===== src/rtl/mult_div_unit_pkg.sv =====
// Shared CPU package: ALU control encodings, mult/div op codes, MDU state
// enumeration and small sign helpers used by the mult/div unit.
package mult_div_unit_pkg;

  // ALU control encodings used by the integer datapath
  typedef enum logic [3:0] {
    ALU_ADD  = 4'd0,
    ALU_SUB  = 4'd1,
    ALU_AND  = 4'd2,
    ALU_OR   = 4'd3,
    ALU_XOR  = 4'd4,
    ALU_SLT  = 4'd5,
    ALU_SLTU = 4'd6,
    ALU_SLL  = 4'd7,
    ALU_SRL  = 4'd8,
    ALU_SRA  = 4'd9,
    ALU_LUI  = 4'd10
  } alu_ctrl_e;

  // Mult/div unit op codes; 3'b11x are no-ops
  localparam logic [2:0] OP_MULT  = 3'b000;
  localparam logic [2:0] OP_MULTU = 3'b001;
  localparam logic [2:0] OP_DIV   = 3'b010;
  localparam logic [2:0] OP_DIVU  = 3'b011;
  localparam logic [2:0] OP_MTHI  = 3'b100;
  localparam logic [2:0] OP_MTLO  = 3'b101;

  // Mult/div unit sequencing states
  typedef enum logic [1:0] {
    ST_IDLE = 2'd0,
    ST_CALC = 2'd1,
    ST_FIX  = 2'd2,
    ST_DONE = 2'd3
  } mdu_state_e;

  // Counter value loaded on start: 32 iterations, counting 31 down to 0
  localparam logic [4:0] MDU_FIRST_COUNT = 5'd31;

  // Two's-complement negate when the condition is set
  function automatic logic [31:0] neg32_if(input logic [31:0] v, input logic c);
    return c ? (~v + 32'd1) : v;
  endfunction

  function automatic logic [63:0] neg64_if(input logic [63:0] v, input logic c);
    return c ? (~v + 64'd1) : v;
  endfunction

endpackage


===== src/rtl/mult_div_unit_core.sv =====
// Iterative 32-step datapath: shift-add multiply or restoring divide on
// unsigned magnitudes. acc_hi/acc_lo hold product or remainder/quotient.
module mdu_core
  import mult_div_unit_pkg::*;
(
  input  logic        clk,
  input  logic        rst,
  input  logic        load,
  input  logic        step,
  input  logic        is_div,
  input  logic [31:0] opa,
  input  logic [31:0] opb,
  output logic [31:0] acc_hi,
  output logic [31:0] acc_lo,
  output logic        last
);

  logic [31:0] hi_reg;
  logic [31:0] lo_reg;
  logic [31:0] b_reg;
  logic [4:0]  count_reg;
  logic        div_reg;

  logic [32:0] add_sum;
  logic [32:0] rem_shift;
  logic [33:0] trial;
  logic        take;
  logic [31:0] hi_next;
  logic [31:0] lo_next;

  // One iteration: multiply adds multiplicand on LSB then shifts right;
  // divide shifts left and keeps the trial subtraction when it does not borrow
  always_comb begin
    add_sum   = {1'b0, hi_reg} + (lo_reg[0] ? {1'b0, b_reg} : 33'd0);
    rem_shift = {hi_reg, lo_reg[31]};
    trial     = {1'b0, rem_shift} - {2'b00, b_reg};
    take      = ~trial[33];
    hi_next   = add_sum[32:1];
    lo_next   = {add_sum[0], lo_reg[31:1]};
    if (div_reg) begin
      hi_next = take ? trial[31:0] : rem_shift[31:0];
      lo_next = {lo_reg[30:0], take};
    end
  end

  // Working registers and iteration counter
  always_ff @(posedge clk) begin
    if (rst) begin
      hi_reg    <= 32'd0;
      lo_reg    <= 32'd0;
      b_reg     <= 32'd0;
      count_reg <= 5'd0;
      div_reg   <= 1'b0;
    end else if (load) begin
      hi_reg    <= 32'd0;
      lo_reg    <= opa;
      b_reg     <= opb;
      count_reg <= MDU_FIRST_COUNT;
      div_reg   <= is_div;
    end else if (step) begin
      hi_reg    <= hi_next;
      lo_reg    <= lo_next;
      count_reg <= count_reg - 5'd1;
    end
  end

  assign acc_hi = hi_reg;
  assign acc_lo = lo_reg;
  assign last   = (count_reg == 5'd0);

endmodule


===== src/rtl/mult_div_unit.sv =====
// Multiply/divide unit: FSM, operand sign handling and the HI/LO registers
// around the iterative mdu_core datapath. 34-cycle busy window per op.
module mult_div_unit
  import mult_div_unit_pkg::*;
(
  input  logic        clk,
  input  logic        rst,
  input  logic        start,
  input  logic [2:0]  op,
  input  logic [31:0] opr1,
  input  logic [31:0] opr2,
  output logic        busy,
  output logic        done,
  output logic [31:0] hi,
  output logic [31:0] lo
);

  mdu_state_e  state_reg;
  logic        neg_prod_reg;
  logic        neg_rem_reg;
  logic        div_reg;
  logic        div_zero_reg;
  logic        fix_stage_reg;
  logic [31:0] res_hi_reg;
  logic [31:0] res_lo_reg;

  logic        is_arith;
  logic        is_div;
  logic        is_signed;
  logic        neg_a;
  logic        neg_b;
  logic [31:0] mag_a;
  logic [31:0] mag_b;
  logic        load;
  logic        step;
  logic [31:0] acc_hi;
  logic [31:0] acc_lo;
  logic        last;
  logic [63:0] prod_fix;
  logic [31:0] fix_hi;
  logic [31:0] fix_lo;

  // Decode the request and convert signed operands to magnitudes
  always_comb begin
    is_arith  = (op[2] == 1'b0);
    is_div    = op[1];
    is_signed = ~op[0];
    neg_a     = is_signed & opr1[31];
    neg_b     = is_signed & opr2[31];
    mag_a     = neg32_if(opr1, neg_a);
    mag_b     = neg32_if(opr2, neg_b);
    load      = (state_reg == ST_IDLE) && start && is_arith;
    step      = (state_reg == ST_CALC);
  end

  mdu_core u_core (
    .clk    (clk),
    .rst    (rst),
    .load   (load),
    .step   (step),
    .is_div (is_div),
    .opa    (mag_a),
    .opb    (mag_b),
    .acc_hi (acc_hi),
    .acc_lo (acc_lo),
    .last   (last)
  );

  // Sign correction of the raw magnitude result; divide-by-zero forces all-ones quotient
  always_comb begin
    prod_fix = neg64_if({acc_hi, acc_lo}, neg_prod_reg);
    fix_hi   = prod_fix[63:32];
    fix_lo   = prod_fix[31:0];
    if (div_reg) begin
      fix_hi = neg32_if(acc_hi, neg_rem_reg);
      fix_lo = div_zero_reg ? 32'hFFFF_FFFF : neg32_if(acc_lo, neg_prod_reg);
    end
  end

  // Control FSM; FIX takes two cycles so the negation is registered before HI/LO
  always_ff @(posedge clk) begin
    if (rst) begin
      state_reg     <= ST_IDLE;
      hi            <= 32'd0;
      lo            <= 32'd0;
      busy          <= 1'b0;
      done          <= 1'b0;
      neg_prod_reg  <= 1'b0;
      neg_rem_reg   <= 1'b0;
      div_reg       <= 1'b0;
      div_zero_reg  <= 1'b0;
      fix_stage_reg <= 1'b0;
      res_hi_reg    <= 32'd0;
      res_lo_reg    <= 32'd0;
    end else begin
      case (state_reg)
        ST_IDLE: begin
          done <= 1'b0;
          if (start) begin
            if (is_arith) begin
              state_reg    <= ST_CALC;
              busy         <= 1'b1;
              neg_prod_reg <= neg_a ^ neg_b;
              neg_rem_reg  <= neg_a;
              div_reg      <= is_div;
              div_zero_reg <= (opr2 == 32'd0);
            end else if (op == OP_MTHI) begin
              hi <= opr1;
            end else if (op == OP_MTLO) begin
              lo <= opr1;
            end
          end
        end
        ST_CALC: begin
          if (last) begin
            state_reg     <= ST_FIX;
            fix_stage_reg <= 1'b0;
          end
        end
        ST_FIX: begin
          if (!fix_stage_reg) begin
            res_hi_reg    <= fix_hi;
            res_lo_reg    <= fix_lo;
            fix_stage_reg <= 1'b1;
          end else begin
            hi        <= res_hi_reg;
            lo        <= res_lo_reg;
            busy      <= 1'b0;
            done      <= 1'b1;
            state_reg <= ST_DONE;
          end
        end
        ST_DONE: begin
          done      <= 1'b0;
          state_reg <= ST_IDLE;
        end
        default: state_reg <= ST_IDLE;
      endcase
    end
  end

endmodule


===== config.mk =====
export PLATFORM = sky130hd
export DESIGN_NAME = mult_div_unit
export DESIGN_NICKNAME = d
export VERILOG_FILES = /design/src/rtl/mult_div_unit_pkg.sv /design/src/rtl/mult_div_unit_core.sv /design/src/rtl/mult_div_unit.sv
export SDC_FILE = /design/constraint.sdc
export NUM_CORES = 1
export LEC_CHECK = 0
export ABC_AREA = 0
export CAP_MARGIN = 0
export CORE_MARGIN = 5
export CORE_UTILIZATION = 55
export DETAILED_ROUTE_END_ITERATION = 8
export GPL_TIMING_DRIVEN = 1
export PLACE_DENSITY = 0.87
export SYNTH_ARGS = -nofsm -noshare
export SYNTH_HDL_FRONTEND = slang
export SYNTH_SLANG_ARGS = --single-unit

===== constraint.sdc =====
create_clock -name clk -period 3.6 [get_ports clk]
set_input_delay 0.36 -clock clk [delete_from_list [all_inputs] [get_ports clk]]
set_output_delay 0.36 -clock clk [all_outputs]
set_load 0.02 [all_outputs]

==> impl_summary.log <==
[metrics] run status: finished, final reports clean
[metrics] count of synthesis-stage warnings from yosys: 0
[metrics] flip-flop cell with the highest count after synthesis: dfxtp_1
[metrics] total nets after synthesis: 2353
[metrics] type of the worst setup path: reg -> reg
[metrics] Pre-Repair DR Iteration Count: 6
[metrics] classification of the worst-slack hold path: in -> reg
[metrics] portion of netlist area occupied by mux cells: about 2.4%
[metrics] clock latency of the later-clocked register in the worst-skew pair: 0.57 ns
[metrics] Synth Area in Simple Gates: a little over a fifth
[metrics] via count: 17640
[metrics] count of pins over their slew limit: 0
[metrics] dpl hpwl: around 45 mm
[metrics] Total Die Area: between 30000 and 40000 um^2
[metrics] final standard cell count with taps included and fillers excluded: 2727
[metrics] via count of the first global-routing pass: 16952
[metrics] area added between synthesis and finish: 17.8%
[metrics] placeable core region: 29800 um^2
[metrics] sequential group share of total power: 25.2%
[metrics] Clock Sink Count: 239
[metrics] global route overflow: 0
[metrics] fin worst setup slack: 0.177 ns
[metrics] setup repair after global routing missed its margin: false
[metrics] peak-usage layer in the global routing report: met2
[metrics] synthesized area divided by synthesized cell count: 7.55 um^2
[metrics] layout cell share with drive strength beyond 1: under 10%
[metrics] complex-gate fraction of the synthesized area: 28.5%
[metrics] cells taking the most area after synthesis: dfxtp_1 (29%), a211oi_1 (8.1%), nor2_1 (6.6%), a21oi_1 (6.3%), ha_1 (5.5%)
[metrics] Unique masters post-synth: 78
[metrics] initial antenna violation count: 1
[metrics] clock buffer depth: 3
[metrics] largest net degree at the start of global routing: approximately 110
[metrics] Internal Power: approximately 8.8 mW
[metrics] number of design rule violations left after detail routing: 0
[metrics] number of buffers added by the clock tree synthesis step: 27
[metrics] Post-synth EDFFs: 0
[metrics] Overall Power: 16.7 mW
[metrics] areal power density over the cells: roughly 850 nW/um^2
[metrics] last weighted congestion value of the routability-driven placer: ~1
[metrics] number of setup violations in the final report: 0
[metrics] fin crit share: 95.1%
[metrics] met1 usage in global routing: 39.8%
[metrics] final wirelength: between 60 and 70 mm
[metrics] clock tree from TritonCTS: yes
[metrics] post-synth top area share: 28.7%
[metrics] met3 usage: 5.78%
[metrics] sequential fraction of the synthesis area: 28.7%
[metrics] number of top-level pins: 136
[metrics] number of register bits inferred by synthesis: 239
[metrics] via density per instance: 6.47
[metrics] Async S/R FF share, synth: 0%
[metrics] most used standard cells in the synthesized netlist: nor2_1 (293), dfxtp_1 (239), a21oi_1 (210)
[metrics] timing-limited maximum frequency: 0.292 GHz
[metrics] worst slew slack as a fraction of its limit: a little under a quarter
[metrics] switching pwr: approximately 8 mW
[metrics] cell accounting for the most synthesized area: dfxtp_1
[metrics] number of antenna-violating nets in the routed design: 0
[metrics] Hold Fails Final Rpt: 0
[metrics] Layout fillers: 2547
[metrics] met2 GRT Util: 57.6%
[metrics] relative contribution of the clock network to total power: between 10% and 20%
[metrics] netlist area before placement: 16700 um^2
[metrics] Synth Area in Adders: 5.72%
[metrics] measured slew at the worst slew-check pin: ~1.2 ns
[metrics] Root Buffer: clkbuf_16
[metrics] maximum VDD drop: 0.541 mV
[metrics] wire length of the first global-routing pass: roughly 93 mm
[metrics] placed cell count: 2679
[metrics] proportion of power drawn by combinational gates: 58.7%
[metrics] xor-xnor portion of the synthesized cell area: 8.46%
[metrics] Switching Share: 47.3%
[metrics] MaxCap Viol Count: 0
[metrics] critical path startpoint category: flop
[metrics] combinational family with the most area after synthesis: compound AO/OA/AOI/OAI gates
[metrics] setup clock skew after layout: 0.0257 ns
[metrics] initial core utilization: between 50% and 60%
[metrics] Die Span Y: 184 um
[metrics] FF-to-FF setup slack: 0.18 ns
[metrics] DRC violation total after the first TritonRoute iteration: between 2000 and 2500
[metrics] Net count, final: 2463
[metrics] gate count after technology mapping: roughly 2200
[metrics] count of port buffers added during placement: between 100 and 150
[metrics] total negative slack for setup checks: 0 ns
[metrics] arrival time reported for the critical path endpoint: about 3.8 ns
[metrics] leakage power: 7.31 nW
[metrics] Critical Path RT: roughly 4 ns
[metrics] Setup crit end kind: flop
[metrics] Site Rows: between 60 and 70
[metrics] Die X-Extent: 184 um
[metrics] H-tree depth: 1
[metrics] Clock transition at path regs: 0.07 ns
[metrics] maximum fanout along the worst path: 5
[metrics] Final min period: 3.42 ns
[metrics] cell with the most instances after synthesis: nor2_1
[metrics] Wirelength per Cell: approximately 22 um
[metrics] total routing resource utilization after global routing: about a third
[metrics] worst setup timing slack at the placement stage: 0.0342 ns
==> cells by family after synthesis <==
group                    count (synthesis)
AND/OR/NAND/NOR                        735
AO/OA/AOI/OAI                          732
flip-flops                             239
buffers and inverters                  227
XOR/XNOR                               161
adder cells (fa/ha/maj)                 75
multiplexers                            39
==> through the flow <==
stage	hold slack, ns	instance area (um^2)	utilization, %
6_report	0.103	19600	65.9
5_1_grt	0.113	19600	65.9
4_1_cts	0.0895	19600	65.7
3_5_place_dp	0.451	18700	62.9
3_3_place_gp	0.444	18700	62.9
2_1_floorplan	0.432	16700	-
==> critical path: stages, from the launching register on <==
cell	delay, ns
dfxtp_1	0.38
buf_4	0.19
inv_1	0.11
ha_1	0.21
or3b_2	0.52
or3_1	0.37
or3_1	0.32
a21oi_1	0.24
nand2_1	0.23
a21oi_1	0.18
a21oi_1	0.08
xnor2_1	0.32
o31ai_1	0.11
==> cell type report <==
| cell class | instances | area, um^2 | area share, % |
|---|---|---|---|
| clock inverter | 11 | 78.8 | 0.402 |
| tap | 390 | 488 | 2.49 |
| timing repair buffer | 238 | 2140 | 10.9 |
| sequential | 239 | 4790 | 24.4 |
| clock buffer | 36 | 769 | 3.92 |
| antenna | 1 | 2.50 | 0.0127 |
| multi-input combinational | 1742 | 11100 | 56.6 |
| inverter | 70 | 263 | 1.34 |
==> power groups by stage <==
| stage | clock (mW) | sequential [mW] | combinational (mW) |
|---|---|---|---|
| after detailed placement | 0 | 4.23 | 9.52 |
| after global routing | 2.82 | 4.30 | 10.5 |
| after global placement | 0 | 4.18 | 9.39 |
| final | 2.69 | 4.20 | 9.78 |
| after floorplan | 0 | 4.49 | 5.91 |
| after CTS | 2.69 | 4.18 | 9.59 |
==> final timing paths <==
check | from | depth (start not counted) | endpoint
worst min register to register | res_hi_reg[4] | 2 | res_hi_reg[4]
worst min-delay path | rst | 2 | u_core.count_reg[1]
worst max-delay path | u_core.acc_hi[0] | 12 | res_hi_reg[30]
worst max register to register | u_core.acc_hi[0] | 12 | res_hi_reg[30]
==> metal layers <==
layer  up-vias  wire length (um)
met5         -                 0
met4         0              5090
met3       272              5120
met2       961             28200
met1      8141             22000
li1       8266                 -
==> placed cells by master, fill, tap and decap left out, types with 13 or more instances in the layout <==
cell,instances
inv_1,66
nand4_1,15
or3_1,33
o21bai_1,13
nor2_1,290
nand2_1,165
o21ai_0,123
clkbuf_16,27
nor4_1,28
mux2i_1,38
a21o_1,25
clkdlybuf4s50_1,134
buf_4,101
a31oi_1,24
nor3_1,29
nand3_1,45
nor2b_1,40
ha_1,71
xnor2_1,70
a311oi_1,20
a21oi_1,207
xor2_1,90
o31ai_1,28
o211ai_1,17
dfxtp_1,238
a211oi_1,178
==> repair_timing <==
item,4_1_cts,5_1_grt
endpoints found under the setup margin,0,13
resized for setup,0,11
buffers inserted,0,0
hold buffers,0,0
No activity file was read; power rests on OpenSTA's default activity.
